[src/rtl/sc_dot_product_scheduler.sv]
// rtl/sc_dot_product_scheduler.sv - evaluation-window sequencer for a stochastic dot-product datapath
//
// Purpose:
//   Runs one evaluation window per accepted start request. The datapath is
//   held in reset while idle. It gets one flush cycle, then it runs. During the
//   run, valid result bits are counted until stream_len bits have been
//   accepted. The ones-count is then held with done until it is acknowledged.
//   The select streams come from SELECT_WIDTH 8-bit Fibonacci LFSRs
//   (x^8+x^6+x^5+x^4+1). They are reseeded in IDLE/FLUSH, so every window
//   sees the same select sequence.
//
// Optional feature (macro SC_DOT_PRODUCT_SCHEDULER_TIMEOUT_EN):
//   Adds output timeout. If RUN sees 32 consecutive cycles without dp_valid,
//   the window ends with the partial count and timeout=1.
//
// Ports:
//   clk         in   clock, rising edge
//   rst         in   synchronous active-low reset
//   start       in   request one evaluation window (ignored if stream_len==0)
//   stream_len  in   result bits to accumulate, sampled with start
//   busy        out  high in every state except IDLE
//   dp_rst      out  active-high datapath reset
//   dp_sel      out  select streams, bit i = LFSR i bit 0
//   dp_result   in   datapath stochastic output bit
//   dp_valid    in   datapath output-valid qualifier
//   count       out  ones accepted in the window
//   done        out  window complete, count valid
//   timeout     out  window ended by the idle timeout (macro builds only)
//   done_ack    in   consumer acknowledge of done

module sc_dot_product_scheduler #(
  parameter int LENGTH       = 4,
  parameter int SELECT_WIDTH = 2,
  parameter int COUNT_WIDTH  = 8
) (
  input  logic                    clk,
  input  logic                    rst,
  input  logic                    start,
  input  logic [COUNT_WIDTH-1:0]  stream_len,
  output logic                    busy,
  output logic                    dp_rst,
  output logic [SELECT_WIDTH-1:0] dp_sel,
  input  logic                    dp_result,
  input  logic                    dp_valid,
  output logic [COUNT_WIDTH-1:0]  count,
  output logic                    done,
`ifdef SC_DOT_PRODUCT_SCHEDULER_TIMEOUT_EN
  output logic                    timeout,
`endif
  input  logic                    done_ack
);

  if ((SELECT_WIDTH < 1) || (SELECT_WIDTH > 8) || (SELECT_WIDTH != $clog2(LENGTH))) begin : g_bad_params
    $error("sc_dot_product_scheduler: SELECT_WIDTH must equal clog2(LENGTH) and lie in 1..8");
  end

  typedef enum logic [1:0] {
    S_IDLE  = 2'd0,
    S_FLUSH = 2'd1,
    S_RUN   = 2'd2,
    S_DONE  = 2'd3
  } state_t;

  state_t                  r_state;
  logic                    r_busy;
  logic                    r_dp_rst;
  logic                    r_done;
  logic [COUNT_WIDTH-1:0]  r_len;
  logic [COUNT_WIDTH-1:0]  r_acc;
  logic [COUNT_WIDTH-1:0]  r_count;
  logic [7:0]              r_lfsr [SELECT_WIDTH];
  logic [SELECT_WIDTH-1:0] w_sel;
  logic [COUNT_WIDTH-1:0]  w_acc_next;
  logic [COUNT_WIDTH-1:0]  w_count_next;

`ifdef SC_DOT_PRODUCT_SCHEDULER_TIMEOUT_EN
  logic [4:0]              r_idle;
  logic                    r_timeout;
  assign timeout = r_timeout;
`endif

  // LFSR i starts at a distinct one-hot seed so the select streams are decorrelated.
  function automatic logic [7:0] f_seed(input int idx);
    return 8'h01 << idx;
  endfunction

  // Shift left. Feedback taps at bits 8,6,5,4 of the polynomial map to indices 7,5,4,3.
  function automatic logic [7:0] f_step(input logic [7:0] v);
    return {v[6:0], v[7] ^ v[5] ^ v[4] ^ v[3]};
  endfunction

  assign w_acc_next   = r_acc + {{(COUNT_WIDTH-1){1'b0}}, 1'b1};
  assign w_count_next = r_count + {{(COUNT_WIDTH-1){1'b0}}, dp_result};

  always_comb begin
    w_sel = '0;
    for (int i = 0; i < SELECT_WIDTH; i++) begin
      w_sel[i] = r_lfsr[i][0];
    end
  end

  assign busy   = r_busy;
  assign dp_rst = r_dp_rst;
  assign dp_sel = w_sel;
  assign count  = r_count;
  assign done   = r_done;

  always_ff @(posedge clk) begin
    if (!rst) begin
      r_state  <= S_IDLE;
      r_busy   <= 1'b0;
      r_dp_rst <= 1'b1;
      r_done   <= 1'b0;
      r_len    <= '0;
      r_acc    <= '0;
      r_count  <= '0;
      for (int i = 0; i < SELECT_WIDTH; i++) begin
        r_lfsr[i] <= f_seed(i);
      end
`ifdef SC_DOT_PRODUCT_SCHEDULER_TIMEOUT_EN
      r_idle    <= '0;
      r_timeout <= 1'b0;
`endif
    end else begin
      case (r_state)
        S_IDLE: begin
          for (int i = 0; i < SELECT_WIDTH; i++) begin
            r_lfsr[i] <= f_seed(i);
          end
          // A zero-length request has nothing to count and is dropped.
          if (start && (stream_len != '0)) begin
            r_len   <= stream_len;
            r_acc   <= '0;
            r_count <= '0;
            r_busy  <= 1'b1;
            r_state <= S_FLUSH;
          end
        end

        S_FLUSH: begin
          for (int i = 0; i < SELECT_WIDTH; i++) begin
            r_lfsr[i] <= f_seed(i);
          end
          r_dp_rst <= 1'b0;
          r_state  <= S_RUN;
`ifdef SC_DOT_PRODUCT_SCHEDULER_TIMEOUT_EN
          r_idle   <= '0;
`endif
        end

        S_RUN: begin
          for (int i = 0; i < SELECT_WIDTH; i++) begin
            r_lfsr[i] <= f_step(r_lfsr[i]);
          end
          if (dp_valid) begin
            r_acc   <= w_acc_next;
            r_count <= w_count_next;
`ifdef SC_DOT_PRODUCT_SCHEDULER_TIMEOUT_EN
            r_idle  <= '0;
`endif
            if (w_acc_next == r_len) begin
              r_done   <= 1'b1;
              r_dp_rst <= 1'b1;
              r_state  <= S_DONE;
            end
          end
`ifdef SC_DOT_PRODUCT_SCHEDULER_TIMEOUT_EN
          // r_idle holds the number of empty cycles already seen. Reaching 31
          // means this is the 32nd empty cycle in a row.
          else if (r_idle == 5'd31) begin
            r_timeout <= 1'b1;
            r_done    <= 1'b1;
            r_dp_rst  <= 1'b1;
            r_state   <= S_DONE;
          end else begin
            r_idle <= r_idle + 5'd1;
          end
`endif
        end

        S_DONE: begin
          if (done_ack) begin
            r_done  <= 1'b0;
            r_busy  <= 1'b0;
            r_state <= S_IDLE;
`ifdef SC_DOT_PRODUCT_SCHEDULER_TIMEOUT_EN
            r_timeout <= 1'b0;
`endif
          end
        end

        default: begin
          r_state <= S_IDLE;
        end
      endcase
    end
  end

endmodule

[config.mk]
export PLATFORM = sky130hd
export DESIGN_NAME = sc_dot_product_scheduler
export DESIGN_NICKNAME = d
export VERILOG_FILES = /design/src/rtl/sc_dot_product_scheduler.sv
export SDC_FILE = /design/constraint.sdc
export NUM_CORES = 1
export LEC_CHECK = 0
export ABC_AREA = 1
export CAP_MARGIN = 20
export CORE_AREA = 2 2 88 90
export DETAILED_ROUTE_END_ITERATION = 7
export DIE_AREA = 0 0 90 92
export PLACE_DENSITY = 0.62
export SLEW_MARGIN = 40
export SYNTH_ARGS = -nofsm -noshare
export SYNTH_HDL_FRONTEND = slang
export SYNTH_SLANG_ARGS = --single-unit
[constraint.sdc]
create_clock -name clk -period 1.84 [get_ports clk]
set_input_delay 0.276 -clock clk [delete_from_list [all_inputs] [get_ports clk]]
set_output_delay 0.276 -clock clk [all_outputs]
set_load 0.005 [all_outputs]
Word-level counts from Yosys, hierarchy flattened

Memories as Yosys holds them, arrays and structs flattened.
Index checks and enable logic that the tools add are counted.

Output and inout bits: 13
Bits in latches: 0
Bits in writable memories: 16
Register bits after elaboration: 29
Memories: 1
ROM bits: 0

Muxes and demuxes: 33
Multipliers: 0
Order comparisons: 0
Reduce and logical (&&, ||, !) cells: 13
Shift-type cells: 0
Div/mod/pow operators: 0
Equal/unequal tests: 8
Bitwise gates (word level): 12
Add/subtract/negate cells: 2

Memories:

| memory | depth | width | rd ports | clocked after Yosys merged registers in | wr ports | RTL line | text |
|---|---|---|---|---|---|---|---|
| r_lfsr | 2     | 8     | 2        | 0                                       | 2        | 71       | `logic [7:0] r_lfsr [SELECT_WIDTH];` |

Operators by type and width:

| cell                                                            | number |
|---|---|
| 8-bit two-way mux                                               | 9 |
| 8-bit one-hot mux with 2 select lines                           | 2 |
| 1-bit two-way mux                                               | 14 |
| 3-bit AND reduction                                             | 3 |
| 8-bit by 1-bit adder with 8-bit output                          | 1 |
| 8-bit by 1-bit adder with 8-bit output, second input constant   | 1 |
| 8-bit == test                                                   | 1 |
| 2-bit two-way mux                                               | 4 |
| 2-bit != test, second input constant                            | 4 |
| 2-bit one-hot mux with 4 select lines                           | 1 |
| 4-bit AND reduction                                             | 2 |
| 2-bit nonzero test                                              | 4 |
| 8-bit nonzero test                                              | 1 |
| 1-bit bitwise OR                                                | 6 |
| 1-bit one-hot mux with 2 select lines                           | 3 |
| 1-bit bitwise XOR                                               | 6 |
| 2-bit == test, second input constant                            | 2 |
| 2-bit by 1-bit == test with 1-bit output, second input constant | 1 |
| 2-bit logical NOT                                               | 1 |
| 2-bit AND reduction                                             | 1 |
| 1-bit logical AND                                               | 1 |

Depth between registers and ports, before layout

Gate-level depths: netlist of the first run.

Depth after elaboration: 7
Mapped depth: 14
Gate-level depth less buffers: 14

Worst setup path after synthesis of the first run

OpenSTA, ideal clock, no wires.

Path type: register -> register
Start: register r_state[0]
End: memory r_lfsr[0][0], enable pin
Stages on the path, launching flop included: 5
Arrival time: 1341 ps
Path buffers: 0
Slack: 83 ps
Clock period less this slack: 1757 ps
Data required time: 1424 ps
Cell sequence: dfxtp_1 inv_1 ha_1 nor2_1 nand3_1

RTL lines:

| what                   | RTL line | text |
|---|---|---|
| start, declared        | 64       | `state_t r_state;` |
| start signal, assigned | 110      | `r_state <= S_IDLE;` |
| start signal, assigned | 136      | `r_state <= S_FLUSH;` |
| start signal, assigned | 145      | `r_state <= S_RUN;` |
| end, declared          | 71       |  |

Worst setup path after layout of the first run

Start: register r_acc[0]
End: register r_dp_rst, in the netlist dp_rst

Cells in the longest elaborated chain, start to end: 4

RTL lines:

| what                                   | RTL line | text |
|---|---|---|
| start, declared                        | 69       | `logic [COUNT_WIDTH-1:0] r_acc;` |
| start signal, assigned                 | 156      | `r_acc <= w_acc_next;` |
| 8-bit by 1-bit adder with 8-bit output | 92       | `assign w_acc_next = r_acc + {{(COUNT_WIDTH-1){1'b0}}, 1'b1};` |
| 8-bit == test                          | 161      | `if (w_acc_next == r_len) begin` |
| 2-bit != test (no source line)         | --       |  |
| 3-bit AND reduction (no source line)   | --       |  |
| end signal, assigned                   | 112      | `r_dp_rst <= 1'b1;` |
| end signal, assigned                   | 144      | `r_dp_rst <= 1'b0;` |
| end signal, assigned                   | 163      | `r_dp_rst <= 1'b1;` |
| end, declared                          | 66       | `logic r_dp_rst;` |

Every way passes these cells.
A chain may end at the register's enable or synchronous reset.

==> results by group, run 1 <==
Timing
  – TNS Setup: 0 ps
  – Tcrit/Tclk final: 89.37%
  – Achievable Freq: 608.1 MHz
  – Worst-margin pin slew: 307.9 ps
  – Worst Skew: between 4 and 5 ps
  – Setup violations, final: 0
  – Final WS setup: between 150 and 200 ps
  – Unrepaired setup endpoints after global routing: yes
  – Period minus WS final: 1644 ps
  – Slew Limit Fails: 0
  – Slew margin rel.: 79.32%
  – Final Hold Fails: 0

Clock network
  – CTS tree: done
  – Htree depth: 2
  – Post-CTS setup buffers: 0
  – Clk_lat worst skew: about 300 ps
  – Inserted Clock Buffers: 5
  – Resize count post-CTS: 0
  – Clock Pin Slew Worst Setup and Hold Paths: 90 ps
  – Hold_buf cts: 0
  – Worst-case clock buffer depth: 2
  – CTS Root Buffer Type: clkbuf_8
  – CTS sink cnt: 45

Die
  – FP Rows: 32
  – Core footprint: approximately 7400 µm²
  – # IOs: 27
  – Initial Util: 30.90%
  – Chip height: between 90 and 100 µm
  – Die Wd: around 90 µm
  – Die footprint: between 8000 and 9000 µm²

Power
  – Sw frac: 35.54%
  – Leakage: 1.159 nW
  – Power Internal: 2.203 mW
  – Switching power total: between 1 and 1.5 mW
  – Peak supply drop: just under 700 µV
  – Reg power frac: 42.0%
  – Clock power share: 19.0%
  – Logic pwr share: 39.0%
  – PwrDens: 1174 nW/µm²

Critical path
  – Crit path top cell by count: nand2_1
  – Crit-path cells: ha_2 > nand3_4 > nor2_4 > nand2_1 > nand3_1 > nand2_1 > nor2_2 > nand3_2 > nand2_4 > nand2_1 > nand2_1 > nand3_1
  – Worst EP required: 2040 ps
  – Critical path class: reg -> reg
  – Crit path capture type: flip-flop
  – Worst path arrival time: 1850 ps
  – Critical path peak fanout: 7
  – Worst path max stage delay: 340 ps
  – Startpoint types: flip-flop
  – CP max-delay cell: dfxtp_2
  – CP delay by family, top: simple AND/OR/NAND/NOR gates
  – Crit path buffers/inverters: 0

Place
  – Post-DP HPWL: 3740 µm
  – I/O Buffers: 26
  – Final Wtd Congestion: 0.8962
  – Setup WS pre-CTS: -68.95 ps
  – Placed insts: 438

Routing
  – First drt pass iteration count: 5
  – WL final: 4829 µm
  – Post-route ant nets: 0
  – Via-to-Cell Ratio: 4.374
  – Via count: 1951
  – Initial DRC Count: 100
  – DRC Markers: 0
  – Avg WL per Cell: 10.83 µm

Logic synthesis
  – Seq cells post-synth: 45
  – Synthesized cell area: 2301 µm²
  – Yosys warnings: 0
  – Library cells used by synthesis: 28
  – Seq/Total Area, Yosys: between 40% and 50%
  – Syn Inst Count: 300
  – Post-Syn Nets: around 320
  – Post-Syn Area per Cell: 7.670 µm²

Global routing
  – Vias in the first global route: 1859
  – First-pass GRT wire length: 8466 µm
  – Antenna violations before repair: 0
  – Tot GR Track Use: 12.67%
  – Pin count of the biggest net entering global routing: 17
  – GRT overflow: 0

Final layout
  – Commonest cells after routing, fill and taps aside: 64 x nand2_1, 44 x inv_1, 32 x nor2_1, 27 x dfxtp_1
  – Share of cells above drive strength 1: between 10 and 15%
  – Commonest non-fill, non-tap cell in the layout: nand2_1
  – Antenna diodes: 0
  – Layout Cells excl Fill: about 450
  – P&R area growth vs syn: 26.48%
  – Nets: 364

Run
  – Max-cap viol count: 0

Run status
  – Status: finished clean

Worst hold path
  – Type of the tightest min-delay check: reg -> reg
==> cells by family (layout without fill, tap and decap cells) <==
family | count (synthesis) | count (layout) | share of synthesized area [%]
buffers and inverters | 53 | 97 | 9.081
DFF | 45 | 45 | 46.11
xor gates and xnor gates | 10 | 10 | 3.807
AOI/OAI and AO/OA | 41 | 41 | 9.299
adders and majority gates | 7 | 7 | 3.806
and+or+nand+nor | 144 | 144 | 27.90
==> sequential cells by signal (all words and copies together), names as in the netlist <==
name     flops
busy         1
r_state      2
r_lfsr      16
count        8
r_acc        8
dp_rst       1
done         1
r_len        8
==> worst min-delay path, stage by stage (launching register included) <==
cell and delay, ps:
dfxtp_1 330, inv_1 50, a21oi_1 50
==> path summary, 6_finish.rpt <==
check / start / end / slack (ps) / depth (start not counted)
max reg2reg: r_acc[0]$_SDFFE_PN0P_ / dp_rst$_SDFFE_PN1P_ / 200 / 12
min reg2reg: r_len[1]$_SDFFE_PN0P_ / r_len[1]$_SDFFE_PN0P_ / 460 / 2
min: r_len[1]$_SDFFE_PN0P_ / r_len[1]$_SDFFE_PN0P_ / 460 / 2
max: r_acc[0]$_SDFFE_PN0P_ / dp_rst$_SDFFE_PN1P_ / 200 / 12
==> per-stage QoR <==
stage	utilization [%]	cell area (µm²)	hold WS, ps	total power, mW
finish	39.08	2910	464.0	3.417
global route	39.08	2910	490.3	3.713
CTS	38.81	2890	468.0	3.459
detailed placement	37.55	2796	455.5	2.797
global placement	37.55	2796	447.7	2.778
floorplan	-	2301	436.4	2.268
==> power by group through the flow <==
stage / registers (mW) / clock network (mW) / logic [mW]
finish: 1.43 / 0.649 / 1.33
global route: 1.47 / 0.712 / 1.54
CTS: 1.44 / 0.674 / 1.35
detailed placement: 1.46 / 0 / 1.34
global placement: 1.45 / 0 / 1.33
floorplan: 1.43 / 0 / 0.834
==> cell type report <==
cell class,count,area (µm²)
fill,779,4537
sequential,45,1064
clock buffer,5,68.82
tap,102,127.6
timing repair buffer,44,407.9
inverter,45,168.9
clock inverter,3,25.02
multi-input combinational,202,1049
==> cell usage after synthesis <==
cell type	number	area, µm²
inv_1	44	165.2
nor2_1	32	120.1
nor2_2	6	37.54
clkbuf_1	4	15.01
nand2_2	2	12.51
nand4_1	3	18.77
nand2_4	1	11.26
xor2_1	3	26.28
nand3_1	26	130.1
or2_2	2	12.51
buf_4	2	15.01
dfxtp_1	29	580.6
nor3_1	2	10.01
o211ai_1	1	7.510
ha_1	7	87.58
and3_1	1	6.260
xnor2_1	7	61.31
clkinv_1	1	3.750
nor3b_1	2	15.01
a21o_1	1	7.510
a21oi_1	24	120.1
o21ai_0	14	70.07
edfxtp_1	16	480.5
a21oi_2	1	8.760
nand3_2	2	20.02
buf_2	2	10.01
nand3b_1	1	7.510
nand2_1	64	240.2
==> layer usage <==
metal,wire length (µm),vias up,share of wire (%),global-route usage (%)
li1,-,1039,-,-
met1,2222,889,46,15.03
met2,2405,18,50,22.49
met3,112,5,2.3,2.629
met4,87,0,1.8,4.872
met5,0,-,0,0
Power figures use the tool's default switching activity.
==> inputs of run 2 (changes only) <==
- MAX_ROUTING_LAYER: default -> met4
- PLACE_DENSITY: 0.62 -> 0.6
- clock period: 1.84 -> 1.8 ns (I/O delays scaled with it)
==> run 2 against run 1 <==
  * Combinational power up 3%
  * Sequential share of layout area down 0.68 points
  * Register-to-register slack worse by 50 ps
  * Clock skew up 2.4 ps
  * Global-route usage down 0.11 points
  * Flip-flop and latch count unchanged
  * Critical path depth unchanged
  * Critical path type unchanged
  * Final cell count down 0.22%
==> results by group, run 2 (synthesis gave the netlist of run 1 again) <==
Run status
  – Status: finished clean

Final layout
  – Antenna diodes: 0
  – Most flops, register: r_lfsr
  – Largest register FFs: 16
  – Nets: ~360
  – P&R area growth vs syn: 29.80%
  – Commonest non-fill, non-tap cell in the layout: nand2_1
  – Fin area: 2987 µm²
  – Commonest cells after routing, fill and taps aside: 62 x nand2_1, 44 x inv_1, 30 x nor2_1, 26 x nand3_1, 26 x clkdlybuf4s50_1
  – Share of cells above drive strength 1: 14.87%

Critical path
  – Crit-path cells: ha_4 > nand3_4 > nor2_4 > nand2_1 > nand3_1 > nand2_1 > nor2_2 > nand3_2 > nand2_4 > nand3_1 > nand2_1 > nor2_1
  – Crit path capture type: flip-flop
  – Startpoint types: flip-flop
  – Worst path max stage delay: 390 ps
  – Critical path peak fanout: 7
  – Crit path top cell by count: nand2_1
  – CP max-delay cell: dfxtp_4
  – Worst EP required: approximately 2000 ps
  – Crit path buffers/inverters: 0
  – CP delay by family, top: simple AND/OR/NAND/NOR gates
  – Critical path class: reg -> reg
  – Worst path arrival time: 1850 ps

Die
  – # IOs: 27
  – FP Rows: 32
  – Core footprint: 7447 µm²
  – Initial Util: 30.90%
  – Die Wd: 90 µm
  – Chip height: between 90 and 100 µm
  – Die footprint: just over 8000 µm²

Timing
  – Setup violations, final: 0
  – Slew margin rel.: 80.41%
  – Tcrit/Tclk final: 91.80%
  – Fin Hold WS: 462.4 ps
  – Final Hold Fails: 0
  – Period minus WS final: roughly 1700 ps
  – Worst-margin pin slew: between 200 and 300 ps
  – Slew Limit Fails: 0
  – Worst Skew: 7.322 ps
  – Achievable Freq: 605.2 MHz

Clock network
  – Inserted Clock Buffers: 5
  – Clk_lat worst skew: ~300 ps
  – CTS tree: done
  – Htree depth: 2
  – CTS sink cnt: 45
  – Worst-case clock buffer depth: 2
  – Clock Pin Slew Worst Setup and Hold Paths: roughly 90 ps
  – CTS Root Buffer Type: clkbuf_8

Global routing
  – Antenna violations before repair: 0
  – Pin count of the biggest net entering global routing: 17
  – GRT overflow: 0
  – First-pass GRT wire length: around 8300 µm
  – Tot GR Track Use: 12.56%
  – Vias in the first global route: 1830

Routing
  – Via count: 1973
  – Post-route ant nets: 0
  – Avg WL per Cell: 10.68 µm
  – WL final: ~4800 µm
  – DRC Markers: 0
  – Initial DRC Count: 65
  – First drt pass iteration count: 4
  – Via-to-Cell Ratio: 4.434

Place
  – Placed inst area: approximately 2800 µm²
  – Post-DP HPWL: about 3600 µm
  – Final Wtd Congestion: 0.8088
  – I/O Buffers: 26

Power
  – Leakage: 1.187 nW
  – PwrDens: 1263 nW/µm²
  – Peak supply drop: 595.7 µV

Run
  – Max-cap viol count: 0

Worst hold path
  – Type of the tightest min-delay check: reg -> reg
[run 2: final timing paths]
kind	slack [ps]	startpoint	cells past startpoint	to
hold reg to reg	460	r_len[1]$_SDFFE_PN0P_	2	r_len[1]$_SDFFE_PN0P_
setup reg to reg	150	r_acc[0]$_SDFFE_PN0P_	12	r_state[1]$_SDFFE_PN0P_
setup / recovery	150	r_acc[0]$_SDFFE_PN0P_	12	r_state[1]$_SDFFE_PN0P_
hold / removal	460	r_len[1]$_SDFFE_PN0P_	2	r_len[1]$_SDFFE_PN0P_
[run 2: area by class of cell]
cell class | instances | area, µm²
clock buffer | 5 | 68.82
clock inverter | 3 | 68.82
multi-input combinational | 202 | 1069
timing repair buffer | 43 | 412.9
inverter | 45 | 168.9
fill | 787 | 4461
sequential | 45 | 1071
tap | 102 | 127.6
[run 2: power breakdown]
| group | internal (mW) | switching [mW] | total [mW] |
|---|---|---|---|
| logic | 0.630 | 0.737 | 1.37 |
| registers | 1.35 | 0.134 | 1.48 |
| clock network | 0.559 | 0.367 | 0.926 |
[run 2: what timing repair did]
action	4_1_cts	5_1_grt
hold buffers	0	0
pin swaps	0	6
gates resized for setup	1	15
setup endpoints to repair	3	16
setup buffers	0	1
[run 2: metal layers]
metal,global-route usage (%),part of all wire (%),vias up
li1,-,-,1041
met1,15.35,48,900
met2,20.43,48,24
met3,2.219,2.2,8
met4,5.641,2.5,0
met5,-,0,-
[run 2: per-stage QoR]
stage,TNS (ps),setup WS [ps],power (mW),util [%],std cells
2_1_floorplan,0,43.37,2.318,-,300
3_3_place_gp,-691.7,-72.21,2.820,37.52,436
3_5_place_dp,-905.7,-111.3,2.839,37.52,436
4_1_cts,0,56.59,3.777,39.38,444
5_1_grt,-0.06306,-0.06306,4.051,40.10,445
6_report,0,147.6,3.773,40.10,445
[run 2: tightest hold or removal path, cell delays in order (launching register included)]
cell and delay, ps:
dfxtp_1 330, inv_1 50, a21oi_1 50
==> inputs of run 3 (changes only) <==
- CAP_MARGIN: 20 -> 5
==> results of run 3 <==
Final layout, timing and power as in run 2 (identical DEF).
